### src/rtl/smg_decode.sv
// ---------------------------------------------------------------------------
// smg_decode
//   Observes a multiplexed, active-low 7-segment display bus and recovers the
//   digit values it shows. Inputs are registered once. A digit is latched only
//   after its (segment, scan) pair has been seen identically for STABLE_CYC
//   consecutive samples. This rejects the ghosting that occurs while the scan
//   and segment lines change.
//
//   Optional feature macro: SMG_DECODE_DP_EN
//     defined   : DP_Flags[i] records the lit state of the dp segment at each
//                 latch of digit i
//     undefined : DP_Flags is constant 0 and the dp bit is ignored entirely
//
// Ports
//   CLK          in   clock, rising edge
//   RST          in   synchronous active-high reset
//   SMG_Data     in   [7:0] segment bus, active-low, bit7 = dp, bits6..0 = g..a
//   Scan_Sig     in   [NDIG-1:0] digit selects, active-low, one-hot-low valid
//   Number_Data  out  [4*NDIG-1:0] decoded nibbles, nibble i = digit i
//   Digit_Valid  out  [NDIG-1:0] nibble i holds a decimal value
//   DP_Flags     out  [NDIG-1:0] dp lit at digit i's last latch
//   Frame_Done   out  one-cycle pulse once every digit has latched
//   Err_Flag     out  sticky unrecognised-pattern flag
// ---------------------------------------------------------------------------
module smg_decode #(
    parameter int NDIG       = 6,
    parameter int STABLE_CYC = 4
) (
    input  logic                CLK,
    input  logic                RST,
    input  logic [7:0]          SMG_Data,
    input  logic [NDIG-1:0]     Scan_Sig,
    output logic [4*NDIG-1:0]   Number_Data,
    output logic [NDIG-1:0]     Digit_Valid,
    output logic [NDIG-1:0]     DP_Flags,
    output logic                Frame_Done,
    output logic                Err_Flag
);

    localparam int         IW       = (NDIG > 1) ? $clog2(NDIG) : 1;
    localparam logic [7:0] STABLE_C = 8'(STABLE_CYC);

    typedef enum logic [1:0] {IDLE, TRACK, LATCHED} state_t;

    state_t            state_q;
    logic [7:0]        seg_s_q, cap_seg_q;
    logic [NDIG-1:0]   scan_s_q, cap_scan_q;
    logic [7:0]        cnt_q;
    logic [4*NDIG-1:0] num_q;
    logic [NDIG-1:0]   vld_q, seen_q, seen_d;
    logic              done_q, err_q;

    logic [7:0]        seg_eff;
    logic [NDIG-1:0]   scan_inv;
    logic              onehot, same, latch_now, frame_full;
    logic [7:0]        cnt_inc;
    logic [IW-1:0]     idx;
    logic [3:0]        dec_nib;
    logic              dec_hit, blank;

`ifdef SMG_DECODE_DP_EN
    logic [NDIG-1:0]   dp_q;
    assign seg_eff = seg_s_q;
`else
    // dp is excluded from the stability compare as well as from the decode.
    // As a result, a flickering dp cannot hold off a latch.
    logic dp_unused;
    assign seg_eff   = {1'b1, seg_s_q[6:0]};
    assign dp_unused = ^{seg_s_q[7], cap_seg_q[7]};
`endif

    // A sampled scan is valid only when exactly one line is low.
    assign scan_inv   = ~scan_s_q;
    assign onehot     = (scan_inv != '0) && ((scan_inv & (scan_inv - NDIG'(1))) == '0);
    assign same       = (seg_eff == cap_seg_q) && (scan_s_q == cap_scan_q);
    assign cnt_inc    = cnt_q + 8'd1;
    assign latch_now  = (state_q == TRACK) && same && (cnt_inc == STABLE_C);
    assign frame_full = &seen_q;
    assign blank      = (cap_seg_q[6:0] == 7'h7F);

    always_comb begin
        idx = '0;
        for (int i = 0; i < NDIG; i++)
            if (!cap_scan_q[i]) idx = IW'(i);
    end

    always_comb begin
        dec_hit = 1'b1;
        dec_nib = 4'h0;
        case (cap_seg_q[6:0])
            7'h40: dec_nib = 4'd0;
            7'h79: dec_nib = 4'd1;
            7'h24: dec_nib = 4'd2;
            7'h30: dec_nib = 4'd3;
            7'h19: dec_nib = 4'd4;
            7'h12: dec_nib = 4'd5;
            7'h02: dec_nib = 4'd6;
            7'h78: dec_nib = 4'd7;
            7'h00: dec_nib = 4'd8;
            7'h10: dec_nib = 4'd9;
            default: dec_hit = 1'b0;
        endcase
    end

    // A full mask clears on the edge that emits Frame_Done. A latch on that
    // same edge is counted in the new frame.
    always_comb begin
        seen_d = frame_full ? '0 : seen_q;
        if (latch_now) seen_d[idx] = 1'b1;
    end

    always_ff @(posedge CLK) begin
        if (RST) begin
            state_q    <= IDLE;
            seg_s_q    <= '1;
            scan_s_q   <= '1;
            cap_seg_q  <= '1;
            cap_scan_q <= '1;
            cnt_q      <= '0;
            num_q      <= '0;
            vld_q      <= '0;
            seen_q     <= '0;
            done_q     <= 1'b0;
            err_q      <= 1'b0;
`ifdef SMG_DECODE_DP_EN
            dp_q       <= '0;
`endif
        end else begin
            seg_s_q  <= SMG_Data;
            scan_s_q <= Scan_Sig;
            done_q   <= frame_full;
            seen_q   <= seen_d;

            case (state_q)
                IDLE: begin
                    if (onehot) begin
                        state_q    <= TRACK;
                        cnt_q      <= 8'd1;
                        cap_seg_q  <= seg_eff;
                        cap_scan_q <= scan_s_q;
                    end
                end
                TRACK, LATCHED: begin
                    if (!onehot) begin
                        state_q <= IDLE;
                        cnt_q   <= '0;
                    end else if (!same) begin
                        state_q    <= TRACK;
                        cnt_q      <= 8'd1;
                        cap_seg_q  <= seg_eff;
                        cap_scan_q <= scan_s_q;
                    end else if (state_q == TRACK) begin
                        cnt_q <= cnt_inc;
                        if (latch_now) state_q <= LATCHED;
                    end
                end
                default: state_q <= IDLE;
            endcase

            if (latch_now) begin
                if (dec_hit) begin
                    num_q[4*idx +: 4] <= dec_nib;
                    vld_q[idx]        <= 1'b1;
                end else if (blank) begin
                    vld_q[idx]        <= 1'b0;
                end else begin
                    num_q[4*idx +: 4] <= 4'hF;
                    vld_q[idx]        <= 1'b0;
                    err_q             <= 1'b1;
                end
`ifdef SMG_DECODE_DP_EN
                dp_q[idx] <= ~cap_seg_q[7];
`endif
            end
        end
    end

    assign Number_Data = num_q;
    assign Digit_Valid = vld_q;
    assign Frame_Done  = done_q;
    assign Err_Flag    = err_q;
`ifdef SMG_DECODE_DP_EN
    assign DP_Flags    = dp_q;
`else
    assign DP_Flags    = '0;
`endif

endmodule

### config.mk
export PLATFORM = sky130hd
export DESIGN_NAME = smg_decode
export DESIGN_NICKNAME = d
export VERILOG_FILES = /design/src/rtl/smg_decode.sv
export SDC_FILE = /design/constraint.sdc
export NUM_CORES = 1
export LEC_CHECK = 0
export BUFFER_PORTS_ARGS = -buffer_cell sky130_fd_sc_hd__buf_2
export CORE_MARGIN = 2
export CORE_UTILIZATION = 25
export CTS_CLUSTER_SIZE = 8
export DETAILED_ROUTE_END_ITERATION = 10
export HOLD_SLACK_MARGIN = 0.1
export PLACE_DENSITY = 0.45
export SETUP_SLACK_MARGIN = 0.5
export SYNTH_ARGS = -nofsm -noshare
export SYNTH_HDL_FRONTEND = slang
export SYNTH_SLANG_ARGS = --single-unit
### constraint.sdc
create_clock -name CLK -period 5.77 [get_ports CLK]
set_clock_uncertainty 0.1 [all_clocks]
set_input_delay 0.577 -clock CLK [delete_from_list [all_inputs] [get_ports CLK]]
set_output_delay 0.577 -clock CLK [all_outputs]
set_load 0.02 [all_outputs]
==> impl_results.md <==
- Status: finished, final reports clean
- Hold_sp: SMG_Data[4]
- Root Buffer: clkbuf_16
- Number of iterations in the first detailed-routing pass: 4
- Post-Route Utilization: 0.296
- Fmax: 314 MHz
- Die width: 128 um
- Crit path buf inv count: 0
- Total CTS buffers: 9
- Hpwl dp: about 6400 um
- Total Nets Final: between 400 and 500
- ANT nets after route: 0
- CP endpoint kind: flop
- Worst-case reg-to-reg path depth: 10
- Final period util: 0.552
- Clock tree buffer depth: 2
- Synthesized area: 3860 um^2
- EDFF count, synth: 0
- Critical setup path kind: reg2reg
- Worst-path clk slew: around 60 ps
- Critical Path RT: roughly 5900 ps
- Yosys Warn Count: 0
- Synth cell types: 60
- CP Data Arrival Time: between 3000 and 4000 ps
- Total number of vias: 3085
- Top FF cell, synth: dfxtp_1
- Setup violations, final: 0
- Relative slew slack: 0.317
- CP startpoint kind: flop
- Total Neg Setup Slack: 0 ps
- R2R Path Start: cap_scan_q[1]
- Crit path time final: 3180 ps
- DRT Wirelength: a little under 9000 um
- CTS tree: yes
- Max-cap violation count: 0
- Family with the most delay on the worst path: simple AND/OR/NAND/NOR gates
- Post-CTS Setup Repair Bufs: 0
- Worst hold path class: in2reg
- Post-Syn Area per Cell: 9.17 um^2
- Clock share of power: 0.450
- Synth top area cells: dfxtp_1, nor2_1, a21oi_1
- PD cells: 295 nW/um^2
- Syn-to-layout area delta: 16.2%
- Area leader, netlist: dfxtp_1
- VDD IR max: 146 uV
- FFs w/ async S/R, synth: 0
- Largest net degree at the start of global routing: 56
- Fin. max-slew vios: 0
- Pint: 0.978 mW
- Most common cell in the netlist: dfxtp_1
- Clk sink count: 74
- Number of global-route vias before repair: 2977
- Post-CTS Hold Fix Bufs: 0
- PostCTS Resize Cnt: 0
- Post-Place Worst Slack: 2600 ps
- Net Sw Frac: 0.261
- Skew-Pair Late Insertion Delay: roughly 340 ps
- Static Leak: 1.78 nW
- Initial DRC Count: just over 200
- ANT cells: 0
- Routability cong.: 0.753
- Synth Register Bits: 74
- Seq/Total Area, Yosys: 0.384
- Reg2reg end: Number_Data[3]
- Antenna violations before repair: 0
- CP peak stage delay: 470 ps
- Switching power total: 0.345 mW
- Fraction of layout cells with a size suffix above 1: 0.211
- R2R setup slack: 2590 ps
- DRC Markers: 0
- Placed inst area: 4170 um^2
- Hold Path End: seg_s_q[4]
- Rows: 45
- Via/cell ratio: 4.80
- Wire length per cell: 13.9 um
- Seq pwr share: 0.417
- Top Ports: 54
- Initial core utilization: 0.255
- Slowest library cell on the worst path: dfxtp_1
- GR Overflow Total: 0
- Synth Instances: roughly 420
- Unrepaired setup endpoints after global routing: no
- H-Tree Level Count: 3
- Endpoints failing hold: 0
- Commonest cells post-synth: dfxtp_1, nor2_1, a21oi_1
- Critical Path, Cell by Cell: nor2b_1, o21ai_0, and2_1, ha_1, ha_1, nand4_1, or3_1, nor4_4, mux2i_1, nor2_1
- CP most frequent cell: ha_1
- Comb pwr share: 0.133
- Total track usage: 0.115
- Crit Path Max Fanout: 10
- First-pass GRT wire length: approximately 15000 um
- Count of input and output buffers: 46
- Area of the core: 15100 um^2
- Die H: 128 um
- Area fraction of the dominant cell type after synthesis: 0.384
- Final WS setup: 2590 ps
- Final instance area: 4490 um^2
- Slew @ Worst Pin: 1020 ps
- WHS Path Cells: 2
- Die area: about 16000 um^2
## logic make-up after synthesis
kind of cell               synth area share
and+or+nand+nor                       0.280
DFF                                   0.384
adders and majority gates            0.0259
buffers and inverters                0.0535
other                              0.000972
muxes                                0.0567
xor gates and xnor gates             0.0386
AOI/OAI and AO/OA                     0.160
## layer usage
layer / global-route usage / routed length, um
met4: 0.0543 / 218
met3: 0.0275 / 366
met2: 0.176 / 3860
met5: 0 / 0
met1: 0.152 / 4500
## final cells by class
class                           instances  area (um^2)
Timing Repair Buffer                   47          238
Multi-Input combinational cell        312         2190
Clock inverter                          6         80.1
Tap cell                              188          235
Clock buffer                           10          239
Fill cell                            1617        10700
Inverter                                6         22.5
Sequential cell                        74         1480
## power by group through the flow
stage                     Clock, mW  Combinational, mW  Sequential, mW
after floorplan                   0              0.158           0.548
after global placement            0              0.175           0.561
after detailed placement          0              0.177           0.562
after CTS                     0.614              0.178           0.551
after global routing          0.634              0.199           0.555
final                         0.596              0.176           0.551
## layout by cell type, fill, tap and decap left out, types with 7 or more instances in the layout
cell type / count
ha_1: 8
buf_2: 46
clkbuf_16: 9
dfxtp_1: 74
or2_2: 16
a211oi_1: 8
nor2b_1: 9
xor2_1: 15
mux2i_1: 14
nor3_1: 23
a31oi_1: 11
nand2b_1: 15
o211a_1: 7
nand2_1: 14
a21oi_1: 31
nor2_1: 47
## sequential cells by signal, summed over array words and instances (netlist names), named ones only
| signal | count |
|---|---|
| cnt_q | 8 |
| Frame_Done | 1 |
| cap_scan_q | 6 |
| cap_seg_q | 7 |
| scan_s_q | 6 |
| seg_s_q | 7 |
| Number_Data | 24 |
| state_q | 2 |
| seen_q | 6 |
| Err_Flag | 1 |
## how the worst max path moves through the flow
stage | from | to | depth (start not counted)
2_1_floorplan | cap_scan_q[1] | Number_Data[3] | 11
3_3_place_gp | cap_scan_q[1] | Number_Data[3] | 10
3_5_place_dp | cap_scan_q[1] | Number_Data[3] | 10
4_1_cts | cap_scan_q[1] | Number_Data[3] | 10
5_1_grt | cap_scan_q[1] | Number_Data[1] | 10
6_report | cap_scan_q[1] | Number_Data[3] | 10
## per-stage QoR
| step | hold WS, ps | instances | total power [mW] |
|---|---|---|---|
| 4_1_cts | 305 | 643 | 1.34 |
| 3_5_place_dp | 346 | 627 | 0.739 |
| 3_3_place_gp | 342 | 627 | 0.736 |
| 2_1_floorplan | 332 | 426 | 0.706 |
| 6_report | 317 | 643 | 1.32 |
| 5_1_grt | 316 | 643 | 1.39 |
Power figures use the tool's default switching activity.
